## src/rtl/ntru_pkg.sv

```systemverilog
// Shared NTRU/HRSS datapath types: trit encoding, packer FSM states and the
// power-of-three helper used to build constant weight tables at elaboration.
package ntru_pkg;

   typedef logic [1:0] trit_t;

   localparam trit_t TRIT_ZERO = 2'd0;
   localparam trit_t TRIT_ONE  = 2'd1;
   localparam trit_t TRIT_TWO  = 2'd2;

   typedef enum logic {
      ACCUM  = 1'b0,
      OUTPUT = 1'b1
   } pack_state_t;

   // 3**k as a 64-bit constant; only ever evaluated at elaboration time.
   function automatic logic [63:0] pow3(input int k);
      logic [63:0] r;
      r = 64'd1;
      for (int i = 0; i < k; i++) begin
         r = r * 64'd3;
      end
      return r;
   endfunction

endpackage

```

## src/rtl/s3_trit_mac.sv

```systemverilog
// Adds trit * 3**cnt to an accumulator. Weights are a constant table built
// from pow3, and trit 2 is a shifted weight, so no multiplier is inferred.
// An encoding of 2'b11 contributes nothing.
import ntru_pkg::*;

module s3_trit_mac #(
   parameter int WORD_W = 8,
   parameter int N      = 5,
   parameter int CNT_W  = 3
) (
   input  logic [WORD_W-1:0] i_acc,
   input  trit_t             i_trit,
   input  logic [CNT_W-1:0]  i_cnt,
   output logic [WORD_W-1:0] o_acc
);

   logic [WORD_W-1:0] w_weights [2**CNT_W];
   logic [WORD_W-1:0] w_weight;

   // Table is padded to a power of two so every counter value indexes a real entry.
   for (genvar k = 0; k < 2**CNT_W; k++) begin : g_weights
      if (k < N) begin : g_used
         assign w_weights[k] = WORD_W'(pow3(k));
      end else begin : g_pad
         assign w_weights[k] = '0;
      end
   end

   // Select the weight for the current position and add 0, 1 or 2 times it.
   always_comb begin
      w_weight = w_weights[i_cnt];
      o_acc    = i_acc;
      case (i_trit)
         TRIT_ONE: o_acc = i_acc + w_weight;
         TRIT_TWO: o_acc = i_acc + (w_weight << 1);
         default:  o_acc = i_acc;
      endcase
   end

endmodule

```

## src/rtl/s3_pack.sv

```systemverilog
// Streaming ternary-to-binary packer: folds TRITS_PER_WORD trits (first trit
// least significant) into one WORD_W-bit word, flushing early on trit_last.
// Optional feature macro S3_TRIT_CHECK_EN adds the sticky trit_err output that
// flags any accepted 2'b11 trit. WORD_W is limited to below 64.
import ntru_pkg::*;

module s3_pack #(
   parameter int TRITS_PER_WORD = 5,
   parameter int WORD_W         = 8
) (
   input  logic              clk,
   input  logic              rst_n,
   input  trit_t             trit_in,
   input  logic              trit_valid,
   input  logic              trit_last,
   output logic              trit_ready,
   output logic [WORD_W-1:0] word_out,
   output logic              word_valid,
   output logic              word_last,
   input  logic              word_ready
`ifdef S3_TRIT_CHECK_EN
   ,output logic             trit_err
`endif
);

   localparam int CNT_W = (TRITS_PER_WORD > 1) ? $clog2(TRITS_PER_WORD) : 1;
   localparam logic [CNT_W-1:0] CNT_LAST = CNT_W'(TRITS_PER_WORD - 1);

   if ((pow3(TRITS_PER_WORD) - 64'd1) > ((64'd1 << WORD_W) - 64'd1)) begin : g_widthCheck
      $error("s3_pack: WORD_W too narrow for 3**TRITS_PER_WORD - 1");
   end

   pack_state_t       r_state, w_stateNext;
   logic [WORD_W-1:0] r_acc, w_accNext;
   logic [CNT_W-1:0]  r_cnt, w_cntNext;
   logic [WORD_W-1:0] r_word, w_wordNext;
   logic              r_valid, w_validNext;
   logic              r_last, w_lastNext;
   logic [WORD_W-1:0] w_mac;
   logic              w_accept;

   // In OUTPUT the accumulator and counter are always zero, so the same MAC
   // produces the t0 contribution of a trit accepted alongside the held word.
   s3_trit_mac #(
      .WORD_W (WORD_W),
      .N      (TRITS_PER_WORD),
      .CNT_W  (CNT_W)
   ) u_mac (
      .i_acc  (r_acc),
      .i_trit (trit_in),
      .i_cnt  (r_cnt),
      .o_acc  (w_mac)
   );

   assign trit_ready = (r_state == ACCUM) ? 1'b1 : word_ready;
   assign w_accept   = trit_valid & trit_ready;
   assign word_out   = r_word;
   assign word_valid = r_valid;
   assign word_last  = r_last;

   // Next-state logic: accumulate trits, emit a word when full or on last,
   // and hold it until the consumer takes it.
   always_comb begin
      w_stateNext = r_state;
      w_accNext   = r_acc;
      w_cntNext   = r_cnt;
      w_wordNext  = r_word;
      w_validNext = r_valid;
      w_lastNext  = r_last;
      case (r_state)
         ACCUM: begin
            if (w_accept) begin
               if ((r_cnt == CNT_LAST) || trit_last) begin
                  w_wordNext  = w_mac;
                  w_lastNext  = trit_last;
                  w_validNext = 1'b1;
                  w_accNext   = '0;
                  w_cntNext   = '0;
                  w_stateNext = OUTPUT;
               end else begin
                  w_accNext = w_mac;
                  w_cntNext = r_cnt + CNT_W'(1);
               end
            end
         end
         OUTPUT: begin
            if (word_ready) begin
               if (w_accept) begin
                  if ((TRITS_PER_WORD == 1) || trit_last) begin
                     w_wordNext  = w_mac;
                     w_lastNext  = trit_last;
                     w_validNext = 1'b1;
                  end else begin
                     w_accNext   = w_mac;
                     w_cntNext   = CNT_W'(1);
                     w_validNext = 1'b0;
                     w_stateNext = ACCUM;
                  end
               end else begin
                  w_validNext = 1'b0;
                  w_stateNext = ACCUM;
               end
            end
         end
         default: w_stateNext = ACCUM;
      endcase
   end

   // State and datapath registers; reset discards any partial or held word.
   always_ff @(posedge clk or negedge rst_n) begin
      if (!rst_n) begin
         r_state <= ACCUM;
         r_acc   <= '0;
         r_cnt   <= '0;
         r_word  <= '0;
         r_valid <= 1'b0;
         r_last  <= 1'b0;
      end else begin
         r_state <= w_stateNext;
         r_acc   <= w_accNext;
         r_cnt   <= w_cntNext;
         r_word  <= w_wordNext;
         r_valid <= w_validNext;
         r_last  <= w_lastNext;
      end
   end

`ifdef S3_TRIT_CHECK_EN
   logic r_err;

   // Sticky flag for any accepted 2'b11 trit; only reset clears it.
   always_ff @(posedge clk or negedge rst_n) begin
      if (!rst_n) begin
         r_err <= 1'b0;
      end else if (w_accept && (trit_in == 2'b11)) begin
         r_err <= 1'b1;
      end
   end

   assign trit_err = r_err;
`endif

endmodule
```

## config.mk

```make
export PLATFORM = sky130hd
export DESIGN_NAME = s3_pack
export DESIGN_NICKNAME = d
export VERILOG_FILES = /design/src/rtl/ntru_pkg.sv /design/src/rtl/s3_trit_mac.sv /design/src/rtl/s3_pack.sv
export SDC_FILE = /design/constraint.sdc
export NUM_CORES = 1
export LEC_CHECK = 0
export ABC_AREA = 1
export CAP_MARGIN = 0
export CORE_MARGIN = 1
export CORE_UTILIZATION = 60
export CTS_BUF_LIST = sky130_fd_sc_hd__clkbuf_8 sky130_fd_sc_hd__clkbuf_16
export CTS_CLUSTER_DIAMETER = 40
export DETAILED_ROUTE_END_ITERATION = 12
export GPL_TIMING_DRIVEN = 1
export HOLD_SLACK_MARGIN = 0.1
export PLACE_DENSITY = 0.9
export SYNTH_ARGS = -nofsm -noshare
export SYNTH_HDL_FRONTEND = slang
export SYNTH_SLANG_ARGS = --single-unit
```

## constraint.sdc

```tcl
create_clock -name clk -period 5.2 [get_ports clk]
set_clock_uncertainty 0.1 [all_clocks]
set_input_delay 1.56 -clock clk [delete_from_list [all_inputs] [get_ports clk]]
set_output_delay 1.56 -clock clk [all_outputs]
set_load 0.02 [all_outputs]
```

**After elaboration in Yosys (flattened, before gate mapping)**

Memory sizes are Yosys's and may differ from the RTL's.
Index checks and enable logic that the tools add are counted.

- Bits in registers: 22
- Bits in latches: 0
- Memory bits (writable): 0
- Memory bits (read-only): 64
- Input port bits: 7
- Output and inout bits: 11
- Word-level logic and storage cells: 65
- Memories: 1

Memories:

| memory | depth | width | rd ports | clocked after memory_dff | wr ports | line | text |
|---|---|---|---|---|---|---|---|
| (name not given) | 8 | 8 | 1 | 0 | 0 | s3_trit_mac.sv:31 | `w_weight = w_weights[i_cnt];` |

- Add/subtract/negate cells: 3
- Multipliers: 0
- Div/mod/pow operators: 0
- Magnitude comparators: 1
- Eq/ne operators: 9
- Shift operators: 0
- Mux-type cells: 38
- Bitwise operators: 3
- Reduce and logical (&&, ||, !) cells: 4

Operators with widths:

| cell | number |
|---|---|
| $mux 8 | 12 |
| $pmux 8 s2 | 3 |
| $add 8x8->8 | 2 |
| $mux 3 | 5 |
| $mux 1 | 14 |
| $ne 2x2->1 const B | 4 |
| $pmux 1 s2 | 3 |
| $pmux 3 s2 | 1 |
| $reduce_and 5->1 | 1 |
| $ge 4x4->1 const B | 1 |
| $ne 2x1->1 const B | 2 |
| $not 3->4 | 1 |
| $reduce_and 4->1 | 1 |
| $add 3x1->3 const B | 1 |
| $eq 3x3->1 const B | 1 |
| $reduce_and 3->1 | 1 |
| $eq 2x1->1 const B | 1 |
| $eq 2x2->1 const B | 1 |
| $and 1x1->1 | 1 |
| $logic_or 1x1->1 | 1 |
| $not 1->1 | 1 |

**Logic depth before layout (Yosys ltp)**

Gate-level depths: netlist of the first run.

- Depth after elaboration: 10
- Depth in mapped cells: 16
- Mapped depth without buffers: 16

**Cells and area by module**

From an unflattened synthesis of the first run, not the netlist that was laid out.

- Cell total of the unflattened synthesis: 256
- Area, all modules: 1762.9 µm²

Modules (own cells, without submodules):

| module | instances | cells an instance | area an instance (µm²) | seq. area each (µm²) |
|---|---|---|---|---|
| s3_pack | 1 | 117 | 1017.2 | 550.5 |
| s3_trit_mac | 1 | 139 | 745.7 | 0.0 |

**Worst setup path before layout of the first run**

OpenSTA, ideal clock, no wires.

- Path type: input to output
- Start point: input port word_ready
- End point: output port trit_ready
- Arrival time: 1.763 ns
- Required time: 3.540 ns
- Slack: 1.777 ns
- Stages on the path: 2
- Buffers on the path: 0
- Path through: nor2_1 > inv_2

- Longest elaborated chain between the ends: 1

Ends and longest elaborated chain:

| item | line | text |
|---|---|---|
| from (decl) | s3_pack.sv:20 | `input logic word_ready` |
| $mux 1 | s3_pack.sv:55 | `assign trit_ready = (r_state == ACCUM) ? 1'b1 : word_ready;` |
| to (decl) | s3_pack.sv:16 | `output logic trit_ready,` |

No other way between the ends.

**Final worst setup path of the first run**

Ends and elaborated chain as after synthesis.

==> results.md, run 1 <==
- The flow ran to the end, and the final reports show no timing, DRC or antenna violations.
- The kind of start point of the critical path is a primary input.
- Once detail routing completed, the nets flagged for antenna violations numbered 0.
- At the worst endpoint, the required time is 3.54 ns.
- The worst-case setup margin in the final layout is 0.783 ns.
- The routability congestion estimate is 0.857.
- The dominant synthesized flop cell is sky130_fd_sc_hd__dfrtp_1.
- The final number of setup-violating endpoints is 0.
- Setup repair after global routing left no endpoint under its margin.
- For the worst setup path, the data arrival time is 2.76 ns.
- The core region is 2730 um^2.
- The number of antenna violations at the first check in global routing is 0.
- Of all nets on the critical path, the largest fanout is 4.
- For this run the aggregate overflow at the end of global routing stands at 0.
- Dividing the final minimum period by the clock period gives 0.849.
- The share of the synthesized area in the top cell type is 0.318.
- The setup total negative slack is 0 ns.
- The mean routed wirelength per cell is 12.4 um.
- The worst reg2reg path depth is 14.
- At the end of the flow the core is filled with cells to 0.716.
- The summed area of non-filler cells in the final layout is 1960 um^2.
- Of the total power, the share spent switching nets is 0.394.
- The final standard cell count with taps included and fillers excluded is 290.
- The worst hold slack is 0.384 ns.
- The deepest level of the CTS H-tree is 1.
- The startpoint of the worst register-to-register path is r_cnt[0]$_DFFE_PN0P_.
- The number of synthesized flops with an enable pin is 0.
- Each instance of the synthesized netlist takes up on average 7.16 um^2.
- Counting flops with an async set or reset pin after synthesis yields a share of 1.00.
- The count of max-cap constraint violations is 0.
- Of the total power, combinational logic draws 0.432.
- 18 I/O pins were placed.
- The via count of the first global-routing pass is 1,467.
- The pre-antenna-repair detailed-routing pass consisted of 4 iterations.
- After clock tree synthesis, the flow added hold-fix buffers numbering 0.
- The die height is 55.7 um.
- For this design the static power due to leakage is 1.10 nW.
- At the pin with the least slew margin, the transition time is 0.970 ns.
- The path with the worst hold slack has its endpoint at word_out[5]$_DFFE_PN0P_.
- The capture instance of the worst register-to-register path is r_acc[7]$_DFFE_PN0P_.
- The analysis attributes to net switching a power of 0.248 mW.
- Sorting the synthesized cells by area gives the leading types as sky130_fd_sc_hd__dfrtp_1, sky130_fd_sc_hd__nand2_1, sky130_fd_sc_hd__ha_1, sky130_fd_sc_hd__nand3_1, sky130_fd_sc_hd__inv_1.
- The kind of end point of the critical path is an output port.
- The hold violation total from the final report was 0.
- The largest total area in the synthesized netlist belongs to sky130_fd_sc_hd__dfrtp_1.
- In this run, placement finished with an instance count of 286.
- Timing would allow up to 226 MHz.
- The maximum number of pins on one net before global-route repair is 23.
- The die covers 3100 um^2.
- The global-route total usage across every layer is 0.256.
- Of the cells placed in the final design, the portion with a size suffix greater than 1 is 0.0849.
- The maximum number of buffers from clock root to sink is 2.
- The worst relative slew slack is 0.351.
- After detailed routing, the number of vias per cell comes to 5.39.
- From synthesis to final layout, the design area changed by 13.0%.
- The clock latency of the later-clocked register in the worst-skew pair is 0.26 ns.
- Summing over every cut layer, the via total after detailed routing is 1,562.
- The startpoint of the worst hold path is word_out[5]$_DFFE_PN0P_.
- The initial utilization of the core area, before any placement, comes to 0.633.
- The post-place instance area is 1900 um^2.
- The classification of the worst-slack hold path is flip-flop to flip-flop.
- The net count reported at finish is 284.
- The buffers inserted during post-CTS setup optimization is 0.
- After clock tree synthesis, the clock-pin slew on the worst setup and hold paths is 0.07 ns.
- Once the clock tree was built, the resizer swapped 0 gates to a different size.
- The clock sink count is 22.
- The worst hold path passes through 2 cells.
- After detailed routing, the total wire length is 3.58 mm.
- The start-to-end type of the worst setup path is primary input to output port.
- The share of power burned in the clock network is 0.190.
- The HPWL after detailed placement is 2.89 mm.
- The clock period could shrink to 4.42 ns.
- The TritonCTS clock tree is built.
- The buffer type at the clock tree root is sky130_fd_sc_hd__clkbuf_8.
- In this run, CTS created clock tree buffers numbering 3.
- The share of total power dissipated in sequential elements is 0.378.
- In this run, synthesis produced a sequential element count of 22.
- The initial detailed-routing violation count is 69.
- Overall power consumption after layout is estimated at 0.631 mW.
- The number of standard cells after synthesis is 242.
- In the routed design, unresolved DRC markers number 0.
- The die width is 55.7 um.
- The worst register-to-register path has a setup slack of 2.80 ns.
- The post-placement worst setup slack is 0.782 ns.
- Dividing total power by cell area gives a power density of 322 nW/um^2.
- The number of buffers added on ports is 17.
- During synthesis, Yosys emitted a total of 0 warnings.
- The number of antenna cells inserted is 0.
- The internal power of the cells totals 0.382 mW.
- Row generation in the floorplan step produced 19 rows.
- When the netlist entered floorplanning its net count stood at 266.
- The distinct cell type count after synthesis is 27.
- The final max-slew violation count was 0.
- The mapped cell area is 1730 um^2.
- The worst-case IR drop observed on VDD is 0.000288 V.
- The share of the Yosys chip area taken by registers is 0.318.
- The first global-routing pass estimated 6.35 mm of wire.
[worst max-delay path, cell delays in order]
cell and delay [ns]:
sky130_fd_sc_hd__clkdlybuf4s50_1 0.45, sky130_fd_sc_hd__nor2_1 0.05, sky130_fd_sc_hd__inv_2 0.09, sky130_fd_sc_hd__clkdlybuf4s50_1 0.61
[layout by cell type (no fill, tap or decap), types with 6 or more instances in the layout]
cell type / count
sky130_fd_sc_hd__o21ai_0: 12
sky130_fd_sc_hd__clkdlybuf4s50_1: 17
sky130_fd_sc_hd__ha_1: 15
sky130_fd_sc_hd__dfrtp_1: 22
sky130_fd_sc_hd__nand2_1: 76
sky130_fd_sc_hd__nand3_1: 30
sky130_fd_sc_hd__inv_1: 38
sky130_fd_sc_hd__nor2_1: 10
sky130_fd_sc_hd__a21oi_1: 6
sky130_fd_sc_hd__inv_2: 6
[cells by family after synthesis]
group | count (synthesis) | share of synthesized area
AND/OR/NAND/NOR | 125 | 0.322
buffers and inverters | 48 | 0.118
AO/OA/AOI/OAI | 28 | 0.100
flip-flops | 22 | 0.318
adder cells (fa/ha/maj) | 17 | 0.132
XOR/XNOR | 2 | 0.0101
[flip-flops by register name (all words and copies together), names as in the netlist]
name / cells
r_acc: 8
word_out: 8
r_cnt: 3
r_state: 1
word_last: 1
word_valid: 1
[worst max-delay path by stage]
stage          startpoint         end  slack [ns]  depth (start not counted)
2_1_floorplan  word_ready  trit_ready        1.78                          2
3_3_place_gp   word_ready  trit_ready        0.80                          4
3_5_place_dp   word_ready  trit_ready        0.78                          4
4_1_cts        word_ready  trit_ready        0.78                          4
5_1_grt        word_ready  trit_ready        0.76                          4
6_report       word_ready  trit_ready        0.78                          4
[Yosys cell counts (2+ instances only)]
cell type                 count
sky130_fd_sc_hd__a21oi_1      6
sky130_fd_sc_hd__buf_6        3
sky130_fd_sc_hd__dfrtp_1     22
sky130_fd_sc_hd__fa_1         2
sky130_fd_sc_hd__ha_1        15
sky130_fd_sc_hd__inv_1       38
sky130_fd_sc_hd__inv_2        6
sky130_fd_sc_hd__nand2_1     76
sky130_fd_sc_hd__nand2_2      2
sky130_fd_sc_hd__nand2_4      4
sky130_fd_sc_hd__nand3_1     30
sky130_fd_sc_hd__nor2_1      10
sky130_fd_sc_hd__o21ai_0     12
sky130_fd_sc_hd__o21ai_2      2
sky130_fd_sc_hd__o22ai_1      2
[area by class of cell]
type,count,area (um^2)
multi-input combinational,172,977
clock buffer,4,55.1
fill,218,777
timing repair buffer,17,170
tap,31,38.8
sequential,22,551
inverter,44,165
[routing by layer]
metal | GRT usage | vias up | part of all wire
li1 | - | 797 | -
met1 | 0.316 | 737 | 0.45
met2 | 0.473 | 26 | 0.52
met3 | 0.0465 | 2 | 0.027
met4 | 0.0357 | 0 | 0.0028
met5 | 0 | - | 0
[power by group through the flow]
stage | clock [mW] | combinational (mW) | sequential [mW]
after CTS | 0.121 | 0.274 | 0.238
after global placement | 0 | 0.264 | 0.240
after detailed placement | 0 | 0.273 | 0.241
after global routing | 0.130 | 0.310 | 0.244
final | 0.120 | 0.272 | 0.239
after floorplan | 0 | 0.180 | 0.251
Power figures use the tool's default switching activity.
==> run 2: changes to the inputs <==
Settings changed: CORE_UTILIZATION 60 to 51, PLACE_DENSITY 0.9 to 0.82.
Clock period 5.2 ns to 3.8 ns, I/O delays scaled along.
==> results.md, run 2 (synthesis gave the netlist of run 1 again) <==
- No sink is reached through more buffers than the 2 on the longest clock path.
- Setup repair after global routing left no endpoint under its margin.
- The net count reported at finish is 285.
- The final number of setup-violating endpoints is 0.
- The power density relative to cell area is 433 nW/um^2.
- Measured along the x axis, the die boundary spans 60.3 um.
- The setup check on the worst reg-to-reg path leaves a slack of 1.42 ns.
- Across all setup checks in the final design, the least slack found is 0.221 ns.
- Entering global routing, the biggest net connects 23 pins.
- The routed layout has 1,524 vias.
- After detailed routing, the number of remaining DRC violations is 0.
- The first global-routing pass estimated 6.30 mm of wire.
- The hold violation total from the final report was 0.
- The detailed route wirelength on metal2 is 1.97 mm.
- In this run the tool buffered the top-level ports with 17 buffer cells.
- The layout has 295 filler cells.
- The critical path is of the primary input to output port type.
- The buffers inserted during post-CTS setup optimization is 0.
- The routability congestion estimate is 0.959.
- Once detail routing completed, the nets flagged for antenna violations numbered 0.
- Before antenna repair, the detailed router went through 4 iterations.
- The die height is 60.3 um.
- Counting every sink on the clock net gives 22.
- The mean routed wirelength per cell is 12.6 um.
- The standard cell core area is 3130 um^2.
- After detailed routing, the number of vias per cell comes to 5.03.
- The capture instance of the worst register-to-register path is r_acc[7]$_DFFE_PN0P_.
- The end of the critical path is trit_ready.
- The setup total negative slack is 0 ns.
- The initial utilization of the core area, before any placement, comes to 0.554.
- The number of instances resized during post-cts repair is 0.
- The number of clock buffers added by TritonCTS is 3.
- The worst hold slack is 0.384 ns.
- The time the worst path needs with I/O delays and setup is 3.58 ns.
- The kind of start point of the critical path is a primary input.
- The number of antenna violations at the first check in global routing came to 0.
- The clock latency of the later-clocked register in the worst-skew pair is 0.26 ns.
- The post-placement worst setup slack is 0.225 ns.
- The via count of the first global-routing pass is 1,451.
- The routed length on met1 is 1.74 mm.
- Of the cells placed in the final design, the portion with a size suffix greater than 1 is 0.0849.
- The classification of the worst-slack hold path is flip-flop to flip-flop.
- The register area is 551 um^2.
- The routed wire length is 3.82 mm.
- The worst setup path is captured at an output port.
- The number of antenna cells inserted is 0.
- The most frequent standard cell in the layout excluding fill and tap cells is sky130_fd_sc_hd__nand2_1.
- The worst reg2reg path depth is 14.
- The final max-slew violation count came to 0.
- The worst register-to-register path begins at r_cnt[0]$_DFFE_PN0P_.
- The TritonCTS clock tree is built.
- In this run, post-CTS hold repair placed 0 buffers.
- The static leakage is 1.09 nW.
- The CTS clock-pin slew for the worst setup and hold paths is 0.08 ns.
- The tool flagged a number of max-cap violations equal to 0.
- Data on the critical path arrives at its endpoint at 2.34 ns.
- For this run, the total global-route usage over all layers was measured as 0.236.
- Detailed placement finished with a half-perimeter wire length of 3.01 mm.
- The site row count is 20.
- Tracing the worst setup path back leads to its startpoint at word_ready.
- In this run, the number of DRC markers left after iteration 0 of detailed routing was 128.
- For this run, the share of the core covered by cells in the final layout is 0.629.
- The number of top-level design ports is 18.
- The library cells used most frequently in the layout, excluding fill and tap cells, are sky130_fd_sc_hd__nand2_1, sky130_fd_sc_hd__inv_1, sky130_fd_sc_hd__nand3_1.
- The area growth from synthesis to layout is 13.6%.
- The top layer used by detailed routing is met4.
- The buffer type at the clock tree root is sky130_fd_sc_hd__clkbuf_8.
- The run finished with clean final reports.
- The peak supply drop is 0.000266 V.
- At the pin with the least slew margin, the transition time is 0.373 ns.
- After global routing the overflow that remains totals 0.
- In this run the number of H-tree levels came out at 1.
- Static timing analysis puts the maximum clock frequency at 279 MHz.
- Wire segments on met3 add up to 109 um in the final route.
- The die covers 3630 um^2.
- The area used by multi-input combinational logic is 977 um^2.
- Along the worst path, the maximum fanout reaches 4.
- Headroom to the max-slew limit came out at 0.749.
- Data on the critical path is required at its endpoint by 2.56 ns.
- Of the available clock period, the critical path in the final layout requires 0.942.
==> run 2: per-layer routing <==
layer,track usage,vias up
met4,0.0332,0
met3,0.0476,2
li1,-,799
met1,0.303,697
met5,0,-
met2,0.413,26
==> run 2: cell type report <==
| cell class | instances | area share |
|---|---|---|
| flip-flops and latches | 22 | 0.280 |
| inverters | 44 | 0.0840 |
| multi-input cells | 172 | 0.497 |
| repair buffers | 18 | 0.0903 |
| well taps | 44 | 0.0280 |
| clock buffers | 3 | 0.0210 |
==> run 2: critical path, stage by stage <==
cell and delay (ns):
sky130_fd_sc_hd__clkdlybuf4s50_1 0.45, sky130_fd_sc_hd__nor2_1 0.05, sky130_fd_sc_hd__inv_2 0.09, sky130_fd_sc_hd__clkdlybuf4s50_1 0.61
==> run 2: worst min path at each step <==
stage	startpoint	end	slack (ns)	cells after the start
5_1_grt	word_out[0]$_DFFE_PN0P_	word_out[0]$_DFFE_PN0P_	0.43	2
3_3_place_gp	word_out[6]$_DFFE_PN0P_	word_out[6]$_DFFE_PN0P_	0.36	2
4_1_cts	word_out[5]$_DFFE_PN0P_	word_out[5]$_DFFE_PN0P_	0.39	2
3_5_place_dp	word_out[7]$_DFFE_PN0P_	word_out[7]$_DFFE_PN0P_	0.37	2
2_1_floorplan	r_state$_DFF_PN0_	r_cnt[0]$_DFFE_PN0P_	0.41	2
6_report	word_out[5]$_DFFE_PN0P_	word_out[5]$_DFFE_PN0P_	0.38	2
==> run 2: through the flow <==
stage               power (mW)  cells  instance area (um^2)
global route             0.915    303                  1970
finish                   0.852    303                  1970
detailed placement       0.709    300                  1930
floorplan                0.590    242                  1730
CTS                      0.851    303                  1970
global placement         0.692    300                  1930
==> run 2: where the power goes <==
part / leakage (nW) / internal, mW / switching [mW]
logic: 0.784 / 0.154 / 0.227
registers: 0.288 / 0.278 / 0.0483
clock network: 0.0216 / 0.0707 / 0.0734
total: 1.09 / 0.503 / 0.348
